<file path="src/rtl/char_bank_sequencer_pkg.sv">
// Shared definitions for char_bank_sequencer: FSM state codes, default sizing
// and the mismatch score width helper.
package char_bank_sequencer_pkg;

  localparam int DEF_NUM_BANKS    = 16;
  localparam int DEF_PIX_PER_CHAR = 1024;

  typedef logic [2:0] state_t;

  localparam state_t ST_IDLE    = 3'd0;
  localparam state_t ST_FILL    = 3'd1;
  localparam state_t ST_PAD     = 3'd2;
  localparam state_t ST_COMPARE = 3'd3;
  localparam state_t ST_DONE    = 3'd4;

  // One extra bit so a bank that mismatches everywhere still fits.
  function automatic int score_width(input int aw);
    return aw + 1;
  endfunction

endpackage

</file>
<file path="src/rtl/mismatch_accum.sv">
// Aligned XOR mismatch counter: delays the read strobe by the one-cycle RAM
// latency, accumulates ram^rom and emits a one-cycle score per bank.
module mismatch_accum
  import char_bank_sequencer_pkg::*;
#(
  parameter int AW = 16
) (
  input  logic                       clk,
  input  logic                       i_rst_n,
  input  logic                       i_rd_en,
  input  logic                       i_rd_last,
  input  logic [3:0]                 i_rd_idx,
  input  logic                       i_ram_q,
  input  logic                       i_rom_q,
  output logic [score_width(AW)-1:0] o_score,
  output logic                       o_score_valid,
  output logic [3:0]                 o_score_bank
);

  localparam int SW = score_width(AW);

  logic          r_smp_en;
  logic          r_smp_last;
  logic [3:0]    r_smp_idx;
  logic [SW-1:0] r_acc;
  logic [SW-1:0] r_score;
  logic          r_valid;
  logic [3:0]    r_bank;
  logic [SW-1:0] w_sum;

  assign w_sum = r_acc + {{(SW-1){1'b0}}, i_ram_q ^ i_rom_q};

  always_ff @(posedge clk or negedge i_rst_n) begin
    if (!i_rst_n) begin
      r_smp_en   <= 1'b0;
      r_smp_last <= 1'b0;
      r_smp_idx  <= '0;
      r_acc      <= '0;
      r_score    <= '0;
      r_valid    <= 1'b0;
      r_bank     <= '0;
    end else begin
      r_smp_en   <= i_rd_en;
      r_smp_last <= i_rd_last;
      r_smp_idx  <= i_rd_idx;
      r_valid    <= r_smp_en && r_smp_last;
      // Clearing on the last sample lets the next bank sweep start back to back.
      if (r_smp_en) begin
        if (r_smp_last) begin
          r_score <= w_sum;
          r_bank  <= r_smp_idx;
          r_acc   <= '0;
        end else begin
          r_acc   <= w_sum;
        end
      end
    end
  end

  assign o_score       = r_score;
  assign o_score_valid = r_valid;
  assign o_score_bank  = r_bank;

endmodule

</file>
<file path="src/rtl/char_bank_sequencer.sv">
// Fills one-hot character RAM banks from a pixel stream, then sweeps each
// filled bank against a template ROM. Partial-bank padding: CHAR_SEQ_PAD_EN.
module char_bank_sequencer
  import char_bank_sequencer_pkg::*;
#(
  parameter int NUM_BANKS    = DEF_NUM_BANKS,
  parameter int PIX_PER_CHAR = DEF_PIX_PER_CHAR,
  parameter int AW           = 16
) (
  input  logic                       clk,
  input  logic                       reset,
  input  logic                       frame_start,
  input  logic                       pixel_valid,
  input  logic                       pixel_in,
  input  logic                       frame_end,
  input  logic                       ram_q,
  input  logic                       rom_q,
  output logic                       wr_en,
  output logic [NUM_BANKS-1:0]       wr_bank,
  output logic [AW-1:0]              wr_addr,
  output logic                       wr_data,
  output logic [NUM_BANKS-1:0]       rd_bank,
  output logic [AW-1:0]              rd_addr,
  output logic [score_width(AW)-1:0] score,
  output logic                       score_valid,
  output logic [3:0]                 score_bank,
  output logic                       busy,
  output logic                       done,
  output logic [4:0]                 char_count,
  output logic                       overrun
);

  localparam logic [AW-1:0] LAST_ADDR  = AW'(PIX_PER_CHAR - 1);
  localparam logic [4:0]    FULL_COUNT = 5'(NUM_BANKS);

  state_t               r_state;
  state_t               w_state_next;
  logic [NUM_BANKS-1:0] r_wr_bank;
  logic [AW-1:0]        r_wr_addr;
  logic [4:0]           r_char_count;
  logic [AW-1:0]        r_rd_addr;
  logic [3:0]           r_rd_idx;
  logic                 r_rd_done;
  logic                 r_overrun;

  logic                 w_fill_wr;
  logic                 w_pad_wr;
  logic                 w_wr_en;
  logic                 w_wr_last;
  logic [AW-1:0]        w_wr_addr_next;
  logic [4:0]           w_count_next;
  logic                 w_rd_en;
  logic                 w_rd_last;
  logic                 w_rd_final;
  logic                 w_score_valid;

  assign w_fill_wr = (r_state == ST_FILL) && pixel_valid;
`ifdef CHAR_SEQ_PAD_EN
  assign w_pad_wr  = (r_state == ST_PAD);
`else
  assign w_pad_wr  = 1'b0;
`endif
  assign w_wr_en        = w_fill_wr || w_pad_wr;
  assign w_wr_last      = w_wr_en && (r_wr_addr == LAST_ADDR);
  assign w_wr_addr_next = w_wr_last ? '0 : (w_wr_en ? r_wr_addr + AW'(1) : r_wr_addr);
  assign w_count_next   = r_char_count + {4'd0, w_wr_last};

  assign w_rd_en    = (r_state == ST_COMPARE) && !r_rd_done && (r_char_count != 5'd0);
  assign w_rd_last  = w_rd_en && (r_rd_addr == LAST_ADDR);
  assign w_rd_final = w_rd_last && ({1'b0, r_rd_idx} == r_char_count - 5'd1);

  always_comb begin
    w_state_next = r_state;
    case (r_state)
      ST_IDLE: if (frame_start) w_state_next = ST_FILL;
      ST_FILL: begin
        if (w_count_next == FULL_COUNT) begin
          w_state_next = ST_COMPARE;
        end else if (frame_end) begin
`ifdef CHAR_SEQ_PAD_EN
          w_state_next = (w_wr_addr_next == '0) ? ST_COMPARE : ST_PAD;
`else
          // A partially filled bank is simply never counted.
          w_state_next = ST_COMPARE;
`endif
        end
      end
`ifdef CHAR_SEQ_PAD_EN
      ST_PAD: if (w_wr_last) w_state_next = ST_COMPARE;
`endif
      ST_COMPARE: begin
        if ((r_char_count == 5'd0) || (w_score_valid && r_rd_done)) w_state_next = ST_DONE;
      end
      ST_DONE: w_state_next = ST_IDLE;
      default: w_state_next = ST_IDLE;
    endcase
  end

  always_ff @(posedge clk or negedge reset) begin
    if (!reset) begin
      r_state      <= ST_IDLE;
      r_wr_bank    <= '0;
      r_wr_addr    <= '0;
      r_char_count <= '0;
      r_rd_addr    <= '0;
      r_rd_idx     <= '0;
      r_rd_done    <= 1'b0;
      r_overrun    <= 1'b0;
    end else begin
      r_state <= w_state_next;
      if ((r_state == ST_IDLE) && frame_start) begin
        r_wr_bank    <= NUM_BANKS'(1);
        r_wr_addr    <= '0;
        r_char_count <= '0;
        r_rd_addr    <= '0;
        r_rd_idx     <= '0;
        r_rd_done    <= 1'b0;
      end else begin
        r_wr_addr <= w_wr_addr_next;
        if (w_wr_last) begin
          r_wr_bank    <= {r_wr_bank[NUM_BANKS-2:0], r_wr_bank[NUM_BANKS-1]};
          r_char_count <= w_count_next;
        end
        if (w_rd_en) begin
          if (w_rd_last) begin
            r_rd_addr <= '0;
            r_rd_idx  <= r_rd_idx + 4'd1;
            if (w_rd_final) r_rd_done <= 1'b1;
          end else begin
            r_rd_addr <= r_rd_addr + AW'(1);
          end
        end
      end
      if (pixel_valid && ((r_state == ST_FILL) || (r_state == ST_COMPARE)) &&
          (r_char_count == FULL_COUNT)) begin
        r_overrun <= 1'b1;
      end
    end
  end

  mismatch_accum #(.AW(AW)) u_accum (
    .clk           (clk),
    .i_rst_n       (reset),
    .i_rd_en       (w_rd_en),
    .i_rd_last     (w_rd_last),
    .i_rd_idx      (r_rd_idx),
    .i_ram_q       (ram_q),
    .i_rom_q       (rom_q),
    .o_score       (score),
    .o_score_valid (w_score_valid),
    .o_score_bank  (score_bank)
  );

  genvar gi;
  generate
    for (gi = 0; gi < NUM_BANKS; gi++) begin : g_rd_bank
      assign rd_bank[gi] = w_rd_en && (r_rd_idx == 4'(gi));
    end
  endgenerate

  assign wr_en       = w_wr_en;
  assign wr_bank     = r_wr_bank;
  assign wr_addr     = r_wr_addr;
  assign wr_data     = w_fill_wr && pixel_in;
  assign rd_addr     = r_rd_addr;
  assign score_valid = w_score_valid;
  assign busy        = (r_state != ST_IDLE);
  assign done        = (r_state == ST_DONE);
  assign char_count  = r_char_count;
  assign overrun     = r_overrun;

endmodule

</file>
<file path="config.mk">
export PLATFORM = sky130hd
export DESIGN_NAME = char_bank_sequencer
export DESIGN_NICKNAME = d
export VERILOG_FILES = /design/src/rtl/char_bank_sequencer_pkg.sv /design/src/rtl/mismatch_accum.sv /design/src/rtl/char_bank_sequencer.sv
export SDC_FILE = /design/constraint.sdc
export NUM_CORES = 1
export LEC_CHECK = 0
export BUFFER_PORTS_ARGS = -buffer_cell sky130_fd_sc_hd__clkbuf_2
export CAP_MARGIN = 20
export CORE_MARGIN = 10
export CORE_UTILIZATION = 55
export CTS_CLUSTER_DIAMETER = 30
export CTS_CLUSTER_SIZE = 8
export DETAILED_ROUTE_END_ITERATION = 8
export GPL_ROUTABILITY_DRIVEN = 0
export PLACE_DENSITY = 0.79
export SYNTH_ARGS = -nofsm -noshare
export SYNTH_HDL_FRONTEND = slang
export SYNTH_HIERARCHICAL = 1
export SYNTH_SLANG_ARGS = --single-unit
</file>
<file path="constraint.sdc">
create_clock -name clk -period 6.2 [get_ports clk]
set_input_delay 0.93 -clock clk [delete_from_list [all_inputs] [get_ports clk]]
set_output_delay 0.93 -clock clk [all_outputs]
set_load 0.01 [all_outputs]
</file>
After elaboration in Yosys (flattened, before gate mapping) --
Index checks and enable logic that the tools add are counted.
Word-level totals: register bits 107, input bits 8
Cells by class: add/sub/neg operators 6, equality and inequality tests 26, multiplexer cells 23, bitwise logic cells 1, reductions and logical operators 45
Operators by type and width (number):
- $mux W16 | 8
- $add A16 B1 Y16 const B | 2
- $eq A16 B10 Y1 const B | 2
- $eq A4 B4 Y1 const B | 8
- $logic_and A1 B1 Y1 | 28
- $add A17 B1 Y17 | 1
- $mux W17 | 1
- $eq A4 B3 Y1 const B | 4
- $mux W3 | 4
- $mux W4 | 3
- $eq A5 B5 Y1 const B | 2
- $mux W5 | 2
- $pmux W3 S3 | 1
- $eq A4 B2 Y1 const B | 2
- $reduce_bool A2 Y1 | 4
- $reduce_and A3 Y1 | 2
- $reduce_bool A3 Y1 | 2
- $add A5 B1 Y5 | 1
- $eq A4 B5 Y1 | 1
- $logic_not A5 Y1 | 1
- $reduce_bool A5 Y1 | 1
- $sub A5 B1 Y5 const B | 1
- $add A4 B1 Y4 const B | 1
- $eq A4 B1 Y1 const B | 1
- 12 further kinds | 18

Depth between registers and ports, before layout --
depth in word-level cells 9, depth in mapped cells 13, mapped depth without buffers 11

Modules after synthesis --
Netlist, hierarchy kept.
Modules (own cells, without submodules):
- char_bank_sequencer | times used 1, cells an instance 378, area an instance 3374.5 um^2, seq. area each 1551.5 um^2
- mismatch_accum | times used 1, cells an instance 206, area an instance 2205.9 um^2, seq. area each 1126.1 um^2

Worst setup path after synthesis --
No wires, ideal clock.
path kind flip-flop to output port, start register r_char_count[1], in the netlist char_count[1], end output rd_bank[0], data arrival time 1769 ps, slack 3501 ps, stages on the path, launching flop included 8, path buffers 1, cells stage by stage dfrtp_1 > inv_1 > ha_1 > nor4b_2 > or3_4 > buf_6 > nor3_1 > and2_1
Between the ends: word-level cells in the longest chain between the ends 3
Ends and longest elaborated chain:
- from (decl) | RTL line char_bank_sequencer.sv:40 | logic [4:0] r_char_count;
- from (signal assigned) | RTL line char_bank_sequencer.sv:122 | r_char_count <= w_count_next;
- $reduce_bool A5 Y1 | RTL line char_bank_sequencer.sv:68 | assign w_rd_en = (r_state == ST_COMPARE) && !r_rd_done && (r_char_count != 5'd0);
- $logic_and A1 B1 Y1 | RTL line char_bank_sequencer.sv:68
- $logic_and A1 B1 Y1 | RTL line char_bank_sequencer.sv:157 | assign rd_bank[gi] = w_rd_en && (r_rd_idx == 4'(gi));
- to (decl) | RTL line char_bank_sequencer.sv:22 | output logic [NUM_BANKS-1:0] rd_bank,
No other way between the ends.

Worst setup path in the final report --
start register r_char_count[1], in the netlist char_count[1], end output rd_bank[10]
Between the ends: word-level cells in the longest chain between the ends 3
Ends and longest elaborated chain:
- $reduce_bool A5 Y1 | RTL line char_bank_sequencer.sv:68
- $logic_and A1 B1 Y1 | RTL line char_bank_sequencer.sv:68
- via w_rd_en | RTL line char_bank_sequencer.sv:52 | logic w_rd_en;
- $logic_and A1 B1 Y1 | RTL line char_bank_sequencer.sv:157
The timed path passes the listed nets, and every way through them passes these cells.

==> impl_metrics.tcl <==
set metrics [dict create \
    cpPeakStageDelay_ns 0.48 \
    synth_cell_type_count 55 \
    status "complete, no violations" \
    setup_viol 0 \
    via_count 4482 \
    ys_top_cells_by_area "dfrtp_1, nand2_1, xnor2_1" \
    clkTransAtPathRegs_ns 0.10 \
    crit_slowest_cell "dfrtp_1" \
    grt_setup_unrepaired "false" \
    ys_ff_latch 107 \
    synth_flop_cell "dfrtp_1" \
    finalHoldViolCount 0 \
    root_buffer "clkbuf_8" \
    vdd_ir_drop_max_mv 0.153 \
    setup_tns_ns 0 \
    clock_path_buffers 2 \
    grt_use_total 0.183 \
    p_per_area_nw_per_um2 251 \
    worst-path-buf-inv 3 \
    avgSynthCellArea_um2 9.56 \
    r2r_start "wr_addr[0]" \
    worstSetupStartpointType "flop" \
    drt_first_pass_iters 4 \
    gr-total-overflow 0 \
    worst_slew_pin_slew_ns 1.03 \
    nFillCells 868 \
    ff2ff_setup_slack_ns 3.05 \
    drt_iter0_markers 309 \
    cts_buffers 9 \
    cts_sinks 107 \
    grt_max_degree 73 \
    htreeDepth 3 \
    drc 0 \
    min_path_cells 1 \
    ys_seq_area_frac 0.480 \
    stdcell_count 810 \
    port_buffers 103 \
    synth.net_count 604 \
    r2r_cells 11 \
    antenna_found_initial 0 \
    holdPathEnd "u_accum/o_score_bank[3]" \
    crit_family "simple AND/OR/NAND/NOR gates" \
    cts-resized-gates 0 \
    wl_per_cell_um 16.4 \
    start_util 0.568 \
    viasPerCell 5.53 \
    maxCapViolations 0 \
    fin_crit_sh 0.553 \
    worstPathArrival_ns 2.50 \
    cp.required_ns 5.27 \
    cts_tree "built" \
    area_growth_syn_to_layout_pct 14.1 \
    ant_nets 0 \
    cts_hold_buf 0 \
    synthesis.area_um2 5580 \
    slew_headroom 0.309 \
    maxSlewViolCount 0 \
    grt_pass1_wl_um 22100 \
    clock.fmax_ghz 0.292 \
    die-area_um2 14600 \
    coreArea_um2 9820 \
    yosysTopAreaCell "dfrtp_1" \
    nets 692 \
    diodes 0 \
    die_y_um 121 \
    r2r-end "char_count[4]" \
    finalCriticalPeriod_ns 3.43 \
    worstHoldStart "u_accum/r_smp_idx[3]" \
    clkLatencyLatePin_ns 0.38 \
    netlist_instances 584 \
    path_max_fanout 11 \
    path_class "reg2out" \
    io_pins 104 \
    hpwl_um 9620 \
    cts_setup_buffers 0 \
    first_global_vias 4486 \
    path_cells "inv_1, ha_1, nor4b_2, or3_4, inv_1, nand2_1, nor2_1, and2_1, clkbuf_2" \
    fin_worst_skew_ns 0.00597 \
    drive_gt1_frac 0.216 \
    synth_edf_count 0 \
    hp-class "reg2reg" \
    synth_top_area_frac 0.480 \
    num_rows 36 \
    crit_path_end_kind "output pin" \
    leakage_nw 3.15 \
    wl_um 13300 \
    dp.cells 794 \
    cpMostUsedCell "inv_1" \
    die_w_um 121 \
    synth_warnings 6 \
    async_flop_share 1.00 \
]
-- worst max path at each step --
stage                        from            end  cells past startpoint
floorplan           char_count[1]     rd_bank[0]                      7
global placement      pixel_valid  char_count[4]                     10
detailed placement    pixel_valid     r_state[1]                      9
CTS                 char_count[1]     rd_bank[6]                      9
global route        char_count[1]    rd_bank[10]                      9
finish              char_count[1]    rd_bank[10]                      9
-- stage by stage --
step	hold WS [ns]	power (mW)	worst slack [ns]	area [um2]	utilization
detailed placement	0.465	1.13	3.07	6140	0.625
floorplan	0.352	1.01	3.50	5580	-
global placement	0.460	1.11	3.13	6140	0.625
CTS	0.481	1.61	2.77	6370	0.648
global route	0.506	1.68	2.59	6370	0.648
finish	0.482	1.60	2.77	6370	0.648
-- layout make-up --
class                      instances  area (um2)  area share
multi-input combinational        431        2690       0.423
sequential                       107        2680       0.421
timing repair buffer             106         541      0.0849
inverter                          17        63.8      0.0100
tap                              133         166      0.0261
clock buffer                      12         155      0.0244
clock inverter                     4        72.6      0.0114
-- cells by family after synthesis --
kind of cell,Yosys count,share of synthesized area
XOR/XNOR,47,0.0738
adder cells (fa/ha/maj),12,0.0269
buffers and inverters,46,0.0381
flip-flops,107,0.480
multiplexers,11,0.0217
AND/OR/NAND/NOR,274,0.266
AO/OA/AOI/OAI,87,0.0937
-- sequential cells by signal, summed over array words and instances (netlist names), 3 cells and up --
name	count
char_count	5
u_accum/o_score	17
r_rd_idx	4
wr_addr	16
rd_addr	16
u_accum/o_score_bank	4
r_state	3
u_accum/r_acc	17
u_accum/r_smp_idx	4
wr_bank	16
-- layout by cell type (no fill, tap or decap), types with 5 or more instances in the layout --
| master | count |
|---|---|
| dfrtp_1 | 107 |
| clkbuf_2 | 102 |
| nand2_1 | 86 |
| nor2_1 | 52 |
| nand3_1 | 33 |
| xnor2_1 | 32 |
| o21ai_0 | 30 |
| and2_1 | 20 |
| inv_1 | 16 |
| xor2_1 | 15 |
| o21ai_1 | 15 |
| a21oi_1 | 12 |
| ha_1 | 12 |
| nand4_1 | 11 |
| clkbuf_8 | 11 |
| nor3_1 | 10 |
| and3_1 | 9 |
| mux2_2 | 9 |
| a22o_1 | 9 |
| nor4_1 | 8 |
| nor3b_1 | 7 |
| and4_1 | 6 |
| a31oi_1 | 5 |
| o31ai_1 | 5 |
| a21o_1 | 5 |
-- report_power, final --
part           internal [mW]  switching (mW)
logic                  0.110           0.195
clock network          0.249           0.236
registers              0.740          0.0702
-- cells in the mapped netlist (2+ instances only) --
library cell,n
xor2_1,15
o21ai_0,30
o31ai_1,5
nand3_2,2
inv_1,16
xnor2_1,32
nor4bb_1,2
ha_1,12
a31oi_1,5
mux2_2,9
nor2_1,52
or3_1,3
o21ai_1,15
nor4_4,4
buf_4,6
nor4_1,8
nand4_2,2
a21oi_1,12
nor3b_1,7
a21o_1,5
a22o_1,9
and3_1,9
clkbuf_1,13
and2_1,20
nand3_1,33
buf_2,8
nand2_1,86
dfrtp_1,107
nand3b_1,3
nand2b_1,4
nand4_1,11
and4_1,6
mux2i_1,2
nor3_1,10
-- metal layers --
metal  vias up  wire length, um  track usage
met5         -                0            0
met4         0              245       0.0739
met3        18              707       0.0409
met2       115             6740        0.316
met1      2152             5610        0.215
li1       2197                -            -
Power figures use the tool's default switching activity.
